===== src/rtl/lsu_pkg.sv =====
// Shared definitions for the load/store unit: op codes, FSM state codes and
// small decode helpers used by the LSU datapath and its alignment logic.
package lsu_pkg;

   localparam int XLEN_DEF = 64;

   // Memory op codes; bit 3 set means store
   localparam logic [3:0] OP_LB  = 4'd0;
   localparam logic [3:0] OP_LH  = 4'd1;
   localparam logic [3:0] OP_LW  = 4'd2;
   localparam logic [3:0] OP_LD  = 4'd3;
   localparam logic [3:0] OP_LBU = 4'd4;
   localparam logic [3:0] OP_LHU = 4'd5;
   localparam logic [3:0] OP_LWU = 4'd6;
   localparam logic [3:0] OP_SB  = 4'd8;
   localparam logic [3:0] OP_SH  = 4'd9;
   localparam logic [3:0] OP_SW  = 4'd10;
   localparam logic [3:0] OP_SD  = 4'd11;

   // Size field encoding carried in op[1:0]
   localparam logic [1:0] SZ_B = 2'd0;
   localparam logic [1:0] SZ_H = 2'd1;
   localparam logic [1:0] SZ_W = 2'd2;
   localparam logic [1:0] SZ_D = 2'd3;

   // FSM state codes
   typedef logic [1:0] lsu_state_t;
   localparam lsu_state_t ST_IDLE   = 2'd0;
   localparam lsu_state_t ST_REQ    = 2'd1;
   localparam lsu_state_t ST_WAIT_R = 2'd2;
   localparam lsu_state_t ST_RESP   = 2'd3;

   // Stores occupy codes 8..11; illegal codes are filtered separately
   function automatic logic is_store(input logic [3:0] op);
      return (op >= 4'd8);
   endfunction

   // Codes 7 and 12..15 have no defined meaning
   function automatic logic is_legal(input logic [3:0] op);
      return (op != 4'd7) && (op < 4'd12);
   endfunction

   // Byte-lane mask for an access of the given size, anchored at lane 0
   function automatic logic [7:0] size_mask(input logic [1:0] sz);
      logic [7:0] m;
      case (sz)
         SZ_B:    m = 8'h01;
         SZ_H:    m = 8'h03;
         SZ_W:    m = 8'h0F;
         default: m = 8'hFF;
      endcase
      return m;
   endfunction

   // Natural alignment: the offset must be a multiple of the access size
   function automatic logic is_aligned(input logic [1:0] sz, input logic [2:0] off);
      logic ok;
      case (sz)
         SZ_B:    ok = 1'b1;
         SZ_H:    ok = (off[0] == 1'b0);
         SZ_W:    ok = (off[1:0] == 2'b00);
         default: ok = (off == 3'b000);
      endcase
      return ok;
   endfunction

endpackage


===== src/rtl/lsu_if.sv =====
// Data-memory bus between the LSU (master) and the memory (slave):
// req/gnt request phase followed by an rvalid data phase for loads.
interface lsu_if;

   logic        req;
   logic        we;
   logic [63:0] addr;
   logic [63:0] wdata;
   logic [7:0]  wmask;
   logic        gnt;
   logic        rvalid;
   logic [63:0] rdata;

   modport master (
      output req, we, addr, wdata, wmask,
      input  gnt, rvalid, rdata
   );

   modport slave (
      input  req, we, addr, wdata, wmask,
      output gnt, rvalid, rdata
   );

endinterface


===== src/rtl/lsu_load_align.sv =====
// Load formatter: picks the addressed bytes out of an 8-byte-aligned read
// word and sign- or zero-extends them to 64 bits. Purely combinational so a
// future cache path can share it.
module lsu_load_align
   import lsu_pkg::*;
(
   input  logic [63:0] rdata,
   input  logic [2:0]  off,
   input  logic [3:0]  op,
   output logic [63:0] data
);

   logic [63:0] shifted;

   // Bring the addressed byte to lane 0, then truncate and extend by op
   always_comb begin
      shifted = rdata >> {off, 3'b000};
      case (op)
         OP_LB:   data = {{56{shifted[7]}},  shifted[7:0]};
         OP_LH:   data = {{48{shifted[15]}}, shifted[15:0]};
         OP_LW:   data = {{32{shifted[31]}}, shifted[31:0]};
         OP_LD:   data = shifted;
         OP_LBU:  data = {56'd0, shifted[7:0]};
         OP_LHU:  data = {48'd0, shifted[15:0]};
         OP_LWU:  data = {32'd0, shifted[31:0]};
         default: data = 64'd0;
      endcase
   end

endmodule


===== src/rtl/lsu_unit.sv =====
// Load/store unit: accepts one memory op from the EXU, runs the req/gnt/rvalid
// handshake with data memory and returns formatted load data for writeback.
// Misaligned or illegal ops complete as a fault without touching memory.
module lsu_unit
   import lsu_pkg::*;
#(
   parameter int XLEN   = 64,
   parameter int MEM_AW = 64
) (
   input  logic            clk,
   input  logic            rst,
   input  logic            in_valid,
   output logic            in_ready,
   input  logic [3:0]      in_op,
   input  logic [MEM_AW-1:0] in_addr,
   input  logic [XLEN-1:0] in_wdata,
   input  logic [4:0]      in_rd,
   lsu_if.master           mem,
   output logic            wb_valid,
   output logic [4:0]      wb_rd,
   output logic [XLEN-1:0] wb_data,
   output logic            misalign,
   output logic            busy
);

   lsu_state_t  state_q, state_d;
   logic [3:0]  op_q, op_d;
   logic [63:0] addr_q, addr_d;
   logic [63:0] wdata_q, wdata_d;
   logic [7:0]  wmask_q, wmask_d;
   logic [4:0]  rd_q, rd_d;
   logic [63:0] ld_data_q, ld_data_d;
   logic        fault_q, fault_d;

   logic [63:0] ld_fmt;
   logic        in_fault;

   lsu_load_align u_load_align (
      .rdata (mem.rdata),
      .off   (addr_q[2:0]),
      .op    (op_q),
      .data  (ld_fmt)
   );

   // Fault detection on the incoming op, used only at accept time
   always_comb begin
      in_fault = !is_legal(in_op) || !is_aligned(in_op[1:0], in_addr[2:0]);
   end

   // Next-state and capture logic for the access sequencer
   always_comb begin
      state_d   = state_q;
      op_d      = op_q;
      addr_d    = addr_q;
      wdata_d   = wdata_q;
      wmask_d   = wmask_q;
      rd_d      = rd_q;
      ld_data_d = ld_data_q;
      fault_d   = fault_q;
      case (state_q)
         ST_IDLE: begin
            if (in_valid) begin
               op_d      = in_op;
               addr_d    = in_addr;
               rd_d      = in_rd;
               wdata_d   = in_wdata << {in_addr[2:0], 3'b000};
               wmask_d   = size_mask(in_op[1:0]) << in_addr[2:0];
               ld_data_d = 64'd0;
               fault_d   = in_fault;
               state_d   = in_fault ? ST_RESP : ST_REQ;
            end
         end
         ST_REQ: begin
            if (mem.gnt) begin
               state_d = is_store(op_q) ? ST_RESP : ST_WAIT_R;
            end
         end
         ST_WAIT_R: begin
            if (mem.rvalid) begin
               ld_data_d = ld_fmt;
               state_d   = ST_RESP;
            end
         end
         default: begin
            state_d = ST_IDLE;
         end
      endcase
   end

   // State and operand registers with synchronous reset
   always_ff @(posedge clk) begin
      if (rst) begin
         state_q   <= ST_IDLE;
         op_q      <= 4'd0;
         addr_q    <= 64'd0;
         wdata_q   <= 64'd0;
         wmask_q   <= 8'd0;
         rd_q      <= 5'd0;
         ld_data_q <= 64'd0;
         fault_q   <= 1'b0;
      end else begin
         state_q   <= state_d;
         op_q      <= op_d;
         addr_q    <= addr_d;
         wdata_q   <= wdata_d;
         wmask_q   <= wmask_d;
         rd_q      <= rd_d;
         ld_data_q <= ld_data_d;
         fault_q   <= fault_d;
      end
   end

   // Memory request outputs; strobes only assert while the request is live
   always_comb begin
      mem.req   = (state_q == ST_REQ);
      mem.we    = (state_q == ST_REQ) && is_store(op_q);
      mem.addr  = {addr_q[63:3], 3'b000};
      mem.wdata = wdata_q;
      mem.wmask = (state_q == ST_REQ) ? wmask_q : 8'd0;
   end

   // Handshake and writeback outputs; data is zeroed for stores and faults
   always_comb begin
      in_ready = (state_q == ST_IDLE) && !rst;
      busy     = (state_q != ST_IDLE);
      wb_valid = (state_q == ST_RESP);
      misalign = (state_q == ST_RESP) && fault_q;
      wb_rd    = 5'd0;
      wb_data  = '0;
      if ((state_q == ST_RESP) && !fault_q && !is_store(op_q)) begin
         wb_rd   = rd_q;
         wb_data = ld_data_q;
      end
   end

endmodule


===== src/flat_wrapper.sv =====
// flat-port wrapper written by rule: the top's interface ports become plain ports
module lsu_unit_flat import lsu_pkg::*;
#(
   parameter int XLEN   = 64,
   parameter int MEM_AW = 64
)
  (clk, rst, in_valid, in_ready, in_op, in_addr, in_wdata, in_rd, wb_valid, wb_rd, wb_data, misalign, busy, mem_req, mem_we, mem_addr, mem_wdata, mem_wmask, mem_gnt, mem_rvalid, mem_rdata);
  lsu_if mem_i ();
  input  logic clk;
  input  logic rst;
  input  logic in_valid;
  output logic in_ready;
  input  logic [3:0] in_op;
  input  logic [MEM_AW-1:0] in_addr;
  input  logic [XLEN-1:0] in_wdata;
  input  logic [4:0] in_rd;
  output logic wb_valid;
  output logic [4:0] wb_rd;
  output logic [XLEN-1:0] wb_data;
  output logic misalign;
  output logic busy;
  output wire logic [$bits(mem_i.req)-1:0] mem_req;
  output wire logic [$bits(mem_i.we)-1:0] mem_we;
  output wire logic [$bits(mem_i.addr)-1:0] mem_addr;
  output wire logic [$bits(mem_i.wdata)-1:0] mem_wdata;
  output wire logic [$bits(mem_i.wmask)-1:0] mem_wmask;
  input wire logic [$bits(mem_i.gnt)-1:0] mem_gnt;
  input wire logic [$bits(mem_i.rvalid)-1:0] mem_rvalid;
  input wire logic [$bits(mem_i.rdata)-1:0] mem_rdata;
  assign mem_req = mem_i.req;
  assign mem_we = mem_i.we;
  assign mem_addr = mem_i.addr;
  assign mem_wdata = mem_i.wdata;
  assign mem_wmask = mem_i.wmask;
  assign mem_i.gnt = mem_gnt;
  assign mem_i.rvalid = mem_rvalid;
  assign mem_i.rdata = mem_rdata;
  lsu_unit #(.XLEN(XLEN), .MEM_AW(MEM_AW)) u_core (.clk(clk), .rst(rst), .in_valid(in_valid), .in_ready(in_ready), .in_op(in_op), .in_addr(in_addr), .in_wdata(in_wdata), .in_rd(in_rd), .mem(mem_i), .wb_valid(wb_valid), .wb_rd(wb_rd), .wb_data(wb_data), .misalign(misalign), .busy(busy));
endmodule

===== config.mk =====
export PLATFORM = sky130hd
export DESIGN_NAME = lsu_unit_flat
export DESIGN_NICKNAME = d
export VERILOG_FILES = /design/src/rtl/lsu_pkg.sv /design/src/rtl/lsu_if.sv /design/src/rtl/lsu_load_align.sv /design/src/rtl/lsu_unit.sv /design/src/flat_wrapper.sv
export SDC_FILE = /design/constraint.sdc
export NUM_CORES = 1
export LEC_CHECK = 0
export CORE_MARGIN = 8
export CORE_UTILIZATION = 40
export CTS_CLUSTER_DIAMETER = 50
export DETAILED_ROUTE_END_ITERATION = 6
export GPL_ROUTABILITY_DRIVEN = 0
export PLACE_DENSITY = 0.8
export SLEW_MARGIN = 30
export SYNTH_ARGS = -nofsm -noshare
export SYNTH_HDL_FRONTEND = slang
export SYNTH_SLANG_ARGS = --single-unit

===== constraint.sdc =====
create_clock -name clk -period 2.9 [get_ports clk]
set_input_delay 0.58 -clock clk [delete_from_list [all_inputs] [get_ports clk]]
set_output_delay 0.58 -clock clk [all_outputs]
set_load 0.1 [all_outputs]

* After elaboration in Yosys (flattened, before gate mapping)
Cells that the tools add are included.
Word-level totals: logic and storage cells 68, register bits after elaboration 212, input bits 206, output and inout port bits 211
Operators by class: equality and inequality tests 15, bitwise logic cells 1, muxes and demuxes 17, $lt $le $gt $ge 2, shifts and indexed selects 3, reduce and logical (&&, ||, !) cells 22
Operators by type and width (number):
- 64-bit case mux with 7 select lines | 1
- 64-bit two-way mux | 3
- 64-bit case mux with 2 select lines | 1
- 64-bit by 6-bit << shifter with 64-bit output | 1
- 64-bit by 6-bit >> shifter with 64-bit output | 1
- 8-bit two-way mux | 3
- 8-bit case mux with 3 select lines | 1
- 4-bit by 3-bit == test with 1-bit output (second input constant) | 3
- 4-bit by 2-bit == test with 1-bit output (second input constant) | 2
- 2-bit two-way mux | 4
- 8-bit by 3-bit << shifter with 8-bit output | 1
- 2-bit == test (second input constant) | 3
- 1-bit logical AND | 6
- 2-bit logical NOT | 3
- 2-bit case mux with 3 select lines | 1
- 3-bit AND reduction | 2
- 1-bit logical NOT | 5
- 5-bit two-way mux | 1
- 2-bit by 1-bit == test with 1-bit output (second input constant) | 2
- 4-bit by 1-bit == test with 1-bit output (second input constant) | 1
- 4-bit greater-or-equal comparator (second input constant) | 1
- 4-bit logical NOT | 1
- 4-bit < comparator (second input constant) | 1
- 2-bit != test (second input constant) | 2
- 9 further kinds | 10

* Logic depth before layout (Yosys ltp)
Gate-level depths: netlist (run 1).
depth in word-level cells 7, gate-level depth with buffers 9

* By module
Synthesis (run 1) repeated with hierarchy kept, for this count alone.
Second synthesis, totals: cell total of the unflattened synthesis 1426, area, all modules 12588.3 sq um
By module, submodules not included:
- lsu_unit | seq. area each 4244.1 sq um, cells each 1143, instances 1, area each 10408.7 sq um
- lsu_load_align | seq. area each 0.0 sq um, cells each 283, instances 1, area each 2179.6 sq um

* Worst setup path after synthesis (run 1)
OpenSTA, ideal clock, no wires.
kind flip-flop to output port, from register u_core.state_q[0], to output port wb_data[53], arrival time 2.950 ns, stages on the path, launching flop included 7, setup slack -0.630 ns, required time 2.320 ns, cell sequence dfxtp_1 > ha_1 > inv_1 > nor3_1 > clkbuf_1 > clkbuf_1 > and2_1
Between the ends: longest elaborated chain between the ends 4
Ends and longest elaborated chain:
- start, declared | RTL line lsu_unit.sv:26 | lsu_state_t state_q, state_d;
- start signal, assigned | RTL line lsu_unit.sv:102 | state_q <= state_d;
- 2-bit == test
- net wb_valid | RTL line flat_wrapper.sv:17 | output logic wb_valid;
- 1-bit logical AND (2 in a row) | RTL line lsu_unit.sv:130 | if ((state_q == ST_RESP) && !fault_q && !is_store(op_q)) begin
- 64-bit two-way mux | RTL line lsu_unit.sv:130
- end, declared | RTL line flat_wrapper.sv:19 | output logic [XLEN-1:0] wb_data;
The timed path passes the listed nets, and every way through them passes these cells.

* Worst setup path after layout (run 1)
from register u_core.state_q[0], to output port wb_data[7]
Between the ends: longest elaborated chain between the ends 4
Ends and longest elaborated chain (RTL line):
- 2-bit == test | lsu_unit.sv:130
- 1-bit logical AND (2 in a row) | lsu_unit.sv:130
- 64-bit two-way mux | lsu_unit.sv:130
Every way passes these cells.

==> results of run 1 <==
## flip-flops by register name, indices dropped and copies added (netlist names)
register          cells
u_core.op_q           4
u_core.ld_data_q     64
u_core.state_q        2
u_core.fault_q        1
u_core.mem.wdata     64
u_core.rd_q           5
u_core.wmask_q        8
u_core.addr_q        64
## cell families (layout without fill, tap and decap cells)
family	after synthesis	count (layout)	share of synthesized area [%]
AND/OR/NAND/NOR	514	514	19.3
AO/OA/AOI/OAI	406	406	22.1
buffers and inverters	218	515	9.15
flip-flops	212	212	34.0
multiplexers	160	160	14.9
adder cells (fa/ha/maj)	4	4	0.401
other	1	5	0.0301
## worst reg2reg max path, delay by kind of cell, from the launching register on
family                   cells  cell delay [ps]
adder cells (fa/ha/maj)      1              300
flip-flops                   1              420
buffers and inverters        2              470
AO/OA/AOI/OAI                3              560
AND/OR/NAND/NOR              2              510
## report_power, final
part           switching, mW  internal [mW]  leakage [nW]
combinational           4.72           1.81          4.54
clock                   1.43           1.98         0.453
sequential             0.271           3.31          1.73
## layer usage
| metal | wire, um | GRT usage (%) |
|---|---|---|
| met1 | 17500 | 28.0 |
| met2 | 22500 | 40.8 |
| met3 | 5010 | 6.83 |
| met4 | 1690 | 8.67 |
| met5 | 13 | 0 |
## cell usage in the layout (no fill, tap or decap), drive strengths merged, types with 3 or more instances in the layout
master / count
a2111oi: 4
a211oi: 77
a21boi: 17
a21o: 3
a21oi: 156
a221oi: 25
a22oi: 45
a311oi: 7
a32oi: 10
and2: 82
and3b: 6
buf: 252
clkbuf: 32
clkdlybuf4s50: 201
clkinv: 9
clkinvlp: 4
conb: 3
dfxtp: 212
ha: 4
inv: 16
mux2: 33
mux2i: 110
mux4: 17
nand2: 221
nand2b: 19
nor2: 112
nor2b: 26
nor3: 21
nor3b: 4
nor4: 11
o211ai: 3
o21ai: 30
o221a: 4
o221ai: 6
o22ai: 13
or2: 3
## worst paths after layout
check	to	slack (ps)	depth (start not counted)
worst min-delay path	u_core.addr_q[12]	420	2
worst max register to register	u_core.ld_data_q[62]	550	8
worst min register to register	u_core.ld_data_q[14]	450	2
worst max-delay path	wb_data[7]	170	6
## stage by stage
| stage | worst slack (ps) | instance area (um2) |
|---|---|---|
| after floorplan | 89.5 | 12500 |
| after global placement | 190 | 16900 |
| after detailed placement | 187 | 16900 |
| after CTS | 66.1 | 17800 |
| after global routing | 14.6 | 17800 |
| final | 172 | 17800 |
## cell type report
cell class	count	area share, %
Sequential cell	212	23.8
Timing Repair Buffer	453	27.9
Tap cell	396	2.78
Clock buffer	32	4.18
Antenna cell	2	0.0281
Multi-Input combinational cell	1087	40.1
Inverter	10	0.210
Clock inverter	20	1.05
==> results.toml, run 1 <==
[status]
status = "complete, no violations"

[sta]
tns_ps = 0
worst_hold_slack_ps = 424
fmax_mhz = 367
rsz0062_at_grt = "false"
finalHoldViolCount = 0
finalCritPeriodShare_pct = 94.1
tightest_slew_ps = 927
period_needed_ps = 2730
finClkSkew_ps = 12.1
slew_headroom_pct = 38.1
timing.final.max_slew_violations = 0
finalSetupViolations = 0

[synth]
netlist_instances = 1515
netlist.area_leader.share_pct = 34.0
netlist_area_um2 = 12500
synth_area_leaders = "dfxtp_1, mux2i_1, nand2_1, a21oi_1, a211oi_1"
synth_flop_cell = "dfxtp_1"
synthArstFlopShare_pct = 0
synth_warnings = 0
ys_ff_latch = 212
ys_seq_area_share_pct = 34.0
yosysUniqueCellTypes = 58
synth_edf_count = 0
synth_top_area_cell = "dfxtp_1"
yosysMostFrequentCell = "nand2_1"
synth.avg_cell_area_um2 = 8.23
synthTopCellsByCount = "nand2_1, dfxtp_1, a21oi_1, nor2_1, mux2i_1"

[drt]
first_pass_iters = 7
vias = 12500
drc = 0
final_antenna_net_count = 0
drt_iter0_markers = 1287
drt-vias-per-instance = 5.64
routed_wl_um = 46700
routedWlPerCell_um = 21.1

[floorplan]
coreArea_um2 = 30700
die-width_um = 193
die_area_um2 = 37100
die-height_um = 193
ioPinCount = 417
initial_core_util_pct = 40.7
row_count = 64

[clock_network]
clkSinkCount = 212
cts_max_level = 1
clockBufferDepth = 3
cts.reportedPaths.clkPinSlew_ps = 60
hold_buffers = 0
numCtsBuffers = 28
root_buffer = "clkbuf_16"
postCtsResizedCells = 0
clkLatencyLatePin_ps = 540
post_cts_buffers = 0
tritoncts = "built"

[critical_path]
timing.rr.start = "u_core.state_q[0]"
crit_fanout = 69
crit_buf_inv = 3
cp_cell_sequence = "ha_4 -> inv_1 -> nor3_2 -> buf_12 -> and2_1 -> buf_12"
crit_family = "buffers and inverters"
critical-path-slowest-cell = "dfxtp_1"
crit_start = "u_core.state_q[0]"
slowest_delay_ps = 420
critPathLaunchType = "flop"
cp.arrival_ps = 2150
cp_common_cell = "buf_12"
worstSetupPathType = "flop to output port"
required_ps = 2320
end_kind = "output port"

[global_route]
grt_pass1_vias = 12300
grt_max_degree = 96
track_usage_pct = 23.8
grt_antenna_before_repair = 3
grt-ovfl-total = 0
grt_pass1_wl_um = 70600

[layout]
fill_cells = 2639
area_growth_pct = 43.0
regArea_um2 = 4250
finish.utilization_pct = 58.1
nNetsFinal = 2002
fin_cells = 2212
multiInputGateArea_um2 = 7150
layout-drive-gt1-share_pct = 21.8

[placement]
portBuffers = 413
dp.cells = 2158
hpwl_um = 34900

[worst_hold_path]
hp-class = "input port to flop"
min_from = "rst"

[power]
leakagePower_nw = 6.72
power_density_nw_per_um2 = 758
ir_worst_vdd_uv = 635
total_power_mw = 13.5

[job]
maxCapViolCount = 0
No activity file was read; power rests on OpenSTA's default activity.
==> run 2: changes to the inputs <==
--- a/config.mk
+++ b/config.mk
@@ -5,6 +5,7 @@
 export SDC_FILE = /design/constraint.sdc
 export NUM_CORES = 1
 export LEC_CHECK = 0
+export CAP_MARGIN = 10
 export CORE_MARGIN = 8
 export CORE_UTILIZATION = 40
 export CTS_CLUSTER_DIAMETER = 50
==> results of run 2 <==
Final layout, timing and power as in run 1 (identical DEF).
==> run 3: changes to the inputs <==
--- a/config.mk
+++ b/config.mk
@@ -12,6 +12,7 @@
 export DETAILED_ROUTE_END_ITERATION = 6
 export GPL_ROUTABILITY_DRIVEN = 0
 export PLACE_DENSITY = 0.8
+export RECOVER_POWER = 100
 export SLEW_MARGIN = 30
 export SYNTH_ARGS = -nofsm -noshare
 export SYNTH_HDL_FRONTEND = slang
==> run 3 against run 2 <==
  * Register-to-register slack got worse by 310 ps
  * Sequential power barely moved
  * Utilization fell by 2.3 points
  * Clock power barely moved
  * Flip-flop and latch count did not move
  * Design area fell by 4.0%
  * Count of clock-buffer cells in the layout did not move
  * Die area did not move
  * Combinational power fell by 5.4%
  * Critical path depth did not move
  * Final cell count did not move
==> results.toml, run 3 (synthesis results as in run 1) <==
[critical_path]
required_ps = 2320
rr_worst_depth = 6
r2r-end = "u_core.ld_data_q[22]"
critPathCapture = "wb_data[32]"
crit_start = "u_core.state_q[0]"
crit_fanout = 69
timing.rr.start = "u_core.addr_q[1]"
r2r_slack_ps = 240
critPathLaunchType = "flop"
worstSetupPathType = "flop to output port"
cp.arrival_ps = 2170
end_kind = "output port"

[clock_network]
tritoncts = "built"
post_cts_buffers = 0
clkLatencyLatePin_ps = 540
postCtsResizedCells = 0
hold_buffers = 0
clkSinkCount = 212
cts_max_level = 1
numCtsBuffers = 28
cts.reportedPaths.clkPinSlew_ps = 60
root_buffer = "clkbuf_16"
clockBufferDepth = 3

[floorplan]
ioPinCount = 417
coreArea_um2 = 30700
initial_core_util_pct = 40.7
die_area_um2 = 37100
row_count = 64
die-width_um = 193
die-height_um = 193

[sta]
period_needed_ps = 2750
finClkSkew_ps = 9.87
tightest_slew_ps = 1340
slew_headroom_pct = 11.1
rsz0062_at_grt = "false"
finalHoldViolCount = 0
fmax_mhz = 363
finalSetupViolations = 0
timing.final.max_slew_violations = 0
finalCritPeriodShare_pct = 95.0
tns_ps = 0

[drt]
drt-vias-per-instance = 5.66
vias = 12500
routedWlPerCell_um = 21.1
first_pass_iters = 7
routed_wl_um = 46700
drt_iter0_markers = 1272
drc = 0
final_antenna_net_count = 0

[layout]
layout-drive-gt1-share_pct = 13.3
area_growth_pct = 37.4
layout_common_cells = "nand2_1, dfxtp_1, clkdlybuf4s50_1"
finish.utilization_pct = 55.8
final_common_cell = "nand2_1"
nNetsFinal = 2002
fill_cells = 2831

[global_route]
grt_antenna_before_repair = 3
grt_pass1_wl_um = 70600
track_usage_pct = 23.8
grt_max_degree = 96
grt_pass1_vias = 12300
grt-ovfl-total = 0

[power]
ir_worst_vdd_uv = 608
power_density_nw_per_um2 = 768
leakagePower_nw = 6.08

[job]
maxCapViolCount = 0

[worst_hold_path]
hp-class = "input port to flop"

[placement]
hpwl_um = 34900
portBuffers = 413

[status]
status = "complete, no violations"
run 3: critical path, stage by stage (launching register included):
cell and delay (ps):
dfxtp_1 420, ha_4 170, inv_1 70, nor3_2 180, buf_12 270, and2_0 280, buf_12 210
run 3: stage by stage:
step,power [mW],cells,hold slack (ps),setup WS [ps],instance area [um2]
final,13.2,2212,420,146,17100
after floorplan,8.51,1517,427,89.5,12500
after CTS,13.6,2210,397,66.1,17800
after global placement,10.0,2158,438,190,16900
after global routing,13.7,2210,413,7.92,17100
after detailed placement,10.1,2158,443,187,16900
run 3: area by class of cell:
class                           count  area, um2  share of cell area, %
Sequential cell                   212       4250                   24.8
Timing Repair Buffer              453       4370                   25.5
Clock inverter                     20        188                   1.10
Clock buffer                       32        746                   4.35
Antenna cell                        2       5.00                 0.0292
Multi-Input combinational cell   1087       7040                   41.1
Inverter                           10       37.5                  0.219
Tap cell                          396        495                   2.89
run 3: how the worst min path moves through the flow:
stage	startpoint	end	slack, ps	cells past startpoint
4_1_cts	rst	u_core.addr_q[38]	400	2
6_report	rst	u_core.addr_q[12]	420	2
3_5_place_dp	u_core.rd_q[4]	u_core.rd_q[4]	440	2
3_3_place_gp	u_core.rd_q[0]	u_core.rd_q[0]	440	2
2_1_floorplan	u_core.ld_data_q[10]	u_core.ld_data_q[10]	430	2
5_1_grt	rst	u_core.addr_q[12]	410	2
run 3: power by group:
part           switching (mW)  internal (mW)  leakage [nW]  total [mW]
Combinational            4.67           1.50          3.90        6.18
Clock                    1.43           1.98         0.453        3.41
Sequential              0.262           3.31          1.73        3.57
run 3: routing by layer:
layer / up-vias / GRT usage [%] / routed length (um)
li1: 5883 / - / -
met1: 5888 / 28.0 / 17800
met2: 647 / 40.8 / 22400
met3: 95 / 6.83 / 4780
met4: 2 / 8.67 / 1740
met5: - / 0 / 13
